**config.mk**
```make
export PLATFORM = sky130hd
export DESIGN_NAME = turbo_term_ctrl
export DESIGN_NICKNAME = d
export VERILOG_FILES = /design/src/rtl/turbo_term_ctrl.sv
export SDC_FILE = /design/constraint.sdc
export NUM_CORES = 1
export LEC_CHECK = 0
export BUFFER_PORTS_ARGS = -buffer_cell sky130_fd_sc_hd__buf_4
export CAP_MARGIN = 40
export CORE_ASPECT_RATIO = 1.25
export CORE_MARGIN = 3
export CORE_UTILIZATION = 49
export CTS_BUF_LIST = sky130_fd_sc_hd__clkbuf_8 sky130_fd_sc_hd__clkbuf_16
export DETAILED_ROUTE_END_ITERATION = 6
export GPL_ROUTABILITY_DRIVEN = 0
export PLACE_DENSITY = 0.83
export SKIP_CTS_REPAIR_TIMING = 1
export SYNTH_ARGS = -nofsm -noshare
export SYNTH_HDL_FRONTEND = slang
export SYNTH_SLANG_ARGS = --single-unit
```
**constraint.sdc**
```tcl
create_clock -name clk -period 1.8 [get_ports clk]
set_input_delay 0.18 -clock clk [delete_from_list [all_inputs] [get_ports clk]]
set_output_delay 0.18 -clock clk [all_outputs]
set_load 0.02 [all_outputs]
```
**src/rtl/turbo_term_ctrl.sv**
```systemverilog
// Turbo-encoder block sequencer: accepts K input bits, steps the constituent
// encoders once per accepted bit, then loads and shifts out TAIL_LEN
// termination columns. Owns every encoder / termination enable.
module turbo_term_ctrl #(
  parameter int KW       = 13,
  parameter int K_MIN    = 40,
  parameter int K_MAX    = 6144,
  parameter int TAIL_LEN = 4
) (
  input  logic          clk,
  input  logic          rst,
  input  logic          start,
  input  logic [KW-1:0] blk_len,
  input  logic          abort,
  input  logic          in_valid,
  output logic          in_ready,
  input  logic          out_ready,
  output logic          enc_en,
  output logic          term_load,
  output logic          term_shift,
  output logic          tail_valid,
  output logic          busy,
  output logic          done,
  output logic          len_err,
  output logic [KW-1:0] bit_cnt,
  output logic [2:0]    fsm_state
);

  localparam int TCW = (TAIL_LEN > 1) ? $clog2(TAIL_LEN) : 1;
  localparam logic [TCW-1:0] TAIL_LAST = TCW'(TAIL_LEN - 1);
  localparam logic [KW-1:0]  K_MIN_W   = KW'(K_MIN);
  localparam logic [KW-1:0]  K_MAX_W   = KW'(K_MAX);

  typedef enum logic [2:0] {
    S_IDLE  = 3'd0,
    S_DATA  = 3'd1,
    S_TLOAD = 3'd2,
    S_TAIL  = 3'd3,
    S_DONE  = 3'd4
  } state_t;

  state_t         state;
  state_t         state_nxt;
  logic [KW-1:0]  k_reg;
  logic [TCW-1:0] tail_cnt;
  logic           len_ok;
  logic           last_bit;
  logic           last_tail;

  // Handshakes: a transfer happens on a rising edge where the producer's
  // valid and the consumer's ready are both high. Input bits transfer on
  // in_valid & in_ready (= enc_en); tail columns transfer on
  // tail_valid & out_ready (= term_shift). Neither side may make its
  // valid/ready depend on the other's in a way that forms a loop; here
  // in_ready follows out_ready so input stalls whenever the encoded output
  // stream is stalled.

  assign fsm_state = state;
  assign len_ok    = (blk_len >= K_MIN_W) && (blk_len <= K_MAX_W);
  assign last_bit  = ((bit_cnt + KW'(1)) == k_reg);
  assign last_tail = (tail_cnt == TAIL_LAST);

  // State register
  always_ff @(posedge clk or negedge rst) begin
    if (!rst) state <= S_IDLE;
    else      state <= state_nxt;
  end

  // Next-state logic; abort has priority over everything, including start
  always_comb begin
    state_nxt = state;
    if (abort) begin
      state_nxt = S_IDLE;
    end else begin
      case (state)
        S_IDLE:  if (start && len_ok) state_nxt = S_DATA;
        S_DATA:  if (enc_en && last_bit) state_nxt = S_TLOAD;
        S_TLOAD: state_nxt = S_TAIL;
        S_TAIL:  if (term_shift && last_tail) state_nxt = S_DONE;
        S_DONE:  state_nxt = S_IDLE;
        default: state_nxt = S_IDLE;
      endcase
    end
  end

  // Output decode from registered state plus the live handshake inputs
  always_comb begin
    in_ready   = (state == S_DATA) && out_ready;
    enc_en     = in_ready && in_valid;
    term_load  = (state == S_TLOAD);
    term_shift = (state == S_TAIL) && out_ready;
    tail_valid = (state == S_TAIL);
    busy       = (state != S_IDLE);
    done       = (state == S_DONE);
  end

  // Block length latch, bit/tail counters and the length-error pulse
  always_ff @(posedge clk or negedge rst) begin
    if (!rst) begin
      k_reg    <= '0;
      bit_cnt  <= '0;
      tail_cnt <= '0;
      len_err  <= 1'b0;
    end else begin
      len_err <= (state == S_IDLE) && start && !abort && !len_ok;
      if (!abort) begin
        case (state)
          S_IDLE: begin
            if (start && len_ok) begin
              k_reg   <= blk_len;
              bit_cnt <= '0;
            end
          end
          S_DATA:  if (enc_en) bit_cnt <= bit_cnt + KW'(1);
          S_TLOAD: tail_cnt <= '0;
          S_TAIL:  if (term_shift) tail_cnt <= tail_cnt + TCW'(1);
          default: ;
        endcase
      end
    end
  end

endmodule

```
Yosys cells after proc, flatten, opt, wreduce, memory -nomap -nowiden
Index checks and enable logic that the tools add are counted.
{"block": "classes", "add_sub_neg": 2, "n_lt_le_gt_ge": 2, "n_eq_ne": 12, "muxes": 10, "n_bitwise": 1, "reduce_logical": 20}
{"cell": "$mux 13", "n": 2}
{"cell": "$pmux 13 s2", "n": 1}
{"cell": "$add 13x1->13 const B", "n": 1}
{"cell": "$eq 13x13->1", "n": 1}
{"cell": "$ge 13x6->1 const B", "n": 1}
{"cell": "$le 13x13->1 const B", "n": 1}
{"cell": "$mux 3", "n": 4}
{"cell": "$pmux 3 s4", "n": 1}
{"cell": "$logic_and 1x1->1", "n": 10}
{"cell": "$reduce_and 3->1", "n": 3}
{"cell": "$eq 3x2->1 const B", "n": 2}
{"cell": "$ne 2x2->1 const B", "n": 3}
{"cell": "$ne 3x3->1 const B", "n": 2}
{"cell": "$pmux 2 s2", "n": 1}
{"cell": "$reduce_and 4->1", "n": 1}
{"cell": "$reduce_bool 2->1", "n": 2}
{"cell": "$eq 3x1->1 const B", "n": 1}
{"cell": "$eq 3x3->1 const B", "n": 1}
{"cell": "$logic_not 3->1", "n": 1}
{"cell": "$ne 3x2->1 const B", "n": 1}
{"cell": "$reduce_bool 3->1", "n": 1}
{"cell": "$add 2x1->2 const B", "n": 1}
{"cell": "$eq 2x2->1 const B", "n": 1}
{"cell": "$logic_not 1->1", "n": 2}
{"cell": "2 further kinds", "n": 2}
{"block": "word_totals", "ff_bits": 32, "in_bits": 19, "output_inout_bits": 24, "word_cells": 52}

Depth between registers and ports, before layout
{"block": "depth", "ltp_word": 7, "ltp_mapped": 8, "mapped_depth_nobuf": 7}

Worst setup path before layout
No wires, ideal clock.
{"block": "synth_path", "kind": "register to register", "startpoint": "reg bit_cnt[0]", "endpoint": "reg state[1], in the netlist fsm_state[1]", "setup_ns": 0.065, "arrival_time_ns": 2.069, "required_time_ns": 1.735, "slack_ns": -0.334, "path_stages_with_launch": 8, "path_buffers": 0, "synth_period_minus_slack_ns": 2.134, "path_cell_list": "dfrtp_1 -> ha_1 -> and2_1 -> nand4_2 -> a21o_1 -> a221o_1 -> nor4_2 -> o21a_1"}
{"block": "synth_via", "elab_chain_cells": 5}
{"element": "start, declared", "line_no": "25", "text": "output logic [KW-1:0] bit_cnt,"}
{"element": "start signal, assigned", "line_no": "114", "text": "S_DATA: if (enc_en) bit_cnt <= bit_cnt + KW'(1);"}
{"element": "$add 13x1->13", "line_no": "60", "text": "assign last_bit = ((bit_cnt + KW'(1)) == k_reg);"}
{"element": "$eq 13x13->1", "line_no": "60"}
{"element": "$logic_and 1x1->1", "line_no": "77", "text": "S_DATA: if (enc_en && last_bit) state_nxt = S_TLOAD;"}
{"element": "$ne 3x3->1 (no line)"}
{"element": "$reduce_and 3->1 (no line)"}
{"element": "end signal, assigned", "line_no": "66", "text": "else state <= state_nxt;"}
{"element": "end, declared", "line_no": "42", "text": "state_t state;"}
Every way passes these cells.
A chain may end at the register's enable or synchronous reset.

Worst setup path in the final report
{"block": "layout_path", "startpoint": "reg bit_cnt[7]", "endpoint": "reg state[1], in the netlist fsm_state[1]"}
Same word-level chain as after synthesis.

==> flow_metrics.tcl <==
set metrics [dict create \
    status "complete, but fails checks" \
    violations "negative setup slack" \
    cts_buffers 5 \
    routed_wl_um 5710 \
    ant_nets 0 \
    drive_gt1_share_pct 46.9 \
    worst_slack_ps -193 \
    first_pass_iters 4 \
    worst_pin_slew_ps 423 \
    grt_use_total_pct 22.6 \
    layout_common_cells "buf_4, dfrtp_1, nand2_1, nor2_1, a31oi_1" \
    grt_max_degree 33 \
    place_area_um2 2620 \
    maxCapViolations 0 \
    port_buffers 42 \
    grt_pass1_vias 1888 \
    htreeDepth 2 \
    wl_per_cell_um 16.6 \
    seq_area_frac_synth_pct 41.2 \
    viasPerCell 5.73 \
    cts_tree "yes" \
    pwr-share-seq_pct 45.4 \
    clkPwrFrac_pct 32.4 \
    power_leakage_nw 1.31 \
    fp.coreArea_um2 3630 \
    path_max_fanout 4 \
    final_cells 344 \
    ys_ff_latch 32 \
    area_growth_pct 47.3 \
    syn_area_um2 1940 \
    antenna_found_initial 0 \
    io_pins 43 \
    fin_crit_sh_pct 111 \
    fin_nets 312 \
    layout_commonest_cell "buf_4" \
    overflow 0 \
    avgSynthCellArea_um2 9.47 \
    initial_core_util_pct 53.4 \
    insertion_delay_ps 290 \
    yosys_warnings 0 \
    r2r_start "bit_cnt[7]$_DFFE_PN0P_" \
    hold_viol 0 \
    synth_ff_type "dfrtp_1" \
    final-setup-viol-count 2 \
    combPwrFrac_pct 22.2 \
    endpoint "fsm_state[1]$_DFFE_PN0P_" \
    synth_nets 226 \
    p_sw_share_pct 28.7 \
    clock-root-buffer "clkbuf_8" \
    power_mw 1.90 \
    grt_pass1_wl_um 8560 \
    vias 1970 \
    min_period_ps 1990 \
    synth-async-reset-ratio_pct 100 \
    rsz0062_at_grt "yes" \
    rr_worst_depth 6 \
    max_freq_mhz 502 \
    die_y_um 76.4 \
    powerDensity_nw_per_um2 665 \
    hp-start "blk_len[4]" \
    die-area_um2 4760 \
    rrSetupSlack_ps -190 \
    required_ps 2030 \
    crit_start "bit_cnt[7]$_DFFE_PN0P_" \
    syn_inst 205 \
    slew_headroom_pct 71.8 \
    cp_data_arrival_time_ps 2220 \
    synth.distinct_cells 52 \
    cts.path.max_buffers 2 \
    worstSetupEndpointType "flip-flop" \
    place_hpwl_um 3880 \
    num_rows 24 \
    drtIter0Drc 144 \
    fin_area_um2 2860 \
    finalClockSkew_ps 2.89 \
    tns_ps -380 \
    cts.reportedPaths.clkPinSlew_ps 70 \
    cp-start-kind "flip-flop" \
    setup.worst_path.class "flip-flop to flip-flop" \
    synth_edf_count 0 \
    drc 0 \
    n_antenna_cell 0 \
    die_x_um 62.3 \
    p_int_mw 1.36 \
    vdd.ir_drop.worst_mv 0.521 \
    switchingPower_mw 0.546 \
    dp.cells 330 \
    cts.sink_count 32 \
    hp-class "input pin to flip-flop" \
    slew_viol_final 0 \
    r2r-end "fsm_state[1]$_DFFE_PN0P_" \
]
[cells in the mapped netlist, drive strengths merged (2+ instances only)]
cell / number / share of area [%]
dfrtp: 32 / 41
nand2: 23 / 4.4
nor2: 19 / 3.7
a31oi: 12 / 3.9
mux2: 12 / 7.0
xnor2: 11 / 5.0
a21oi: 9 / 2.3
inv: 6 / 1.2
o21ai: 6 / 1.5
clkbuf: 5 / 0.97
nor3: 5 / 1.3
nor4: 5 / 2.3
and3: 4 / 1.9
buf: 4 / 1.2
xor2: 4 / 1.8
mux2i: 3 / 1.5
nand3: 3 / 0.77
nand4: 3 / 1.3
nor2b: 3 / 0.97
o21a: 3 / 1.2
a22o: 2 / 0.90
a311o: 2 / 1.0
and2: 2 / 0.64
and4: 2 / 0.90
and4b: 2 / 1.0
ha: 2 / 1.3
nand2b: 2 / 0.64
nor3b: 2 / 0.77
[per-layer routing]
layer / wire [µm] / track usage [%] / part of all wire, %
met3: 346 / 4.42 / 6.1
met2: 2980 / 39.1 / 52
met4: 167 / 11.5 / 2.9
met5: 0 / 0 / 0
met1: 2220 / 26.4 / 39
[critical path: stages (launching register included)]
cell     delay (ps)
dfrtp_2         420
and3_4          200
and3_4          180
a311o_1         350
a221o_1         350
nor4_4          270
o21a_1          170
[area by class of cell]
class	count	area, µm²
Multi-Input combinational cell	158	1200
Sequential cell	32	812
Fill cell	227	773
Timing Repair Buffer	88	664
Clock buffer	7	96.3
Tap cell	52	65.1
Inverter	6	22.5
Clock inverter	1	3.75
[through the flow]
stage	util, %	worst slack, ps	hold WS [ps]
after detailed placement	72.0	-315	145
after global routing	78.7	-287	137
final	78.7	-193	128
after global placement	72.0	-263	140
after CTS	74.8	-270	-166
after floorplan	-	-62.6	-116
[power by group through the flow]
stage / Combinational, mW / Clock [mW] / Sequential, mW
finish: 0.423 / 0.616 / 0.863
detailed placement: 0.375 / 0 / 0.872
floorplan: 0.240 / 0 / 0.866
global route: 0.463 / 0.656 / 0.869
CTS: 0.386 / 0.619 / 0.861
global placement: 0.366 / 0 / 0.869
[logic make-up (layout without fill, tap and decap cells)]
family	after synthesis	count (layout)	share of synthesized area (%)
xor gates and xnor gates	15	15	6.77
AOI/OAI and AO/OA	45	45	16.0
DFF	32	32	41.2
adders and majority gates	3	3	1.80
and+or+nand+nor	80	80	22.4
muxes	15	15	8.51
buffers and inverters	15	102	3.29
[how the worst min path moves through the flow]
| stage | to | slack, ps | cells after the start |
|---|---|---|---|
| after global placement | bit_cnt[11]$_DFFE_PN0P_ | 140 | 1 |
| final | k_reg[4]$_DFFE_PN0P_ | 130 | 2 |
| after CTS | bit_cnt[10]$_DFFE_PN0P_ | -170 | 1 |
| after floorplan | bit_cnt[0]$_DFFE_PN0P_ | -120 | 0 |
| after global routing | k_reg[1]$_DFFE_PN0P_ | 140 | 2 |
| after detailed placement | k_reg[10]$_DFFE_PN0P_ | 140 | 1 |
Note: power is estimated with default switching activity, not from simulation.
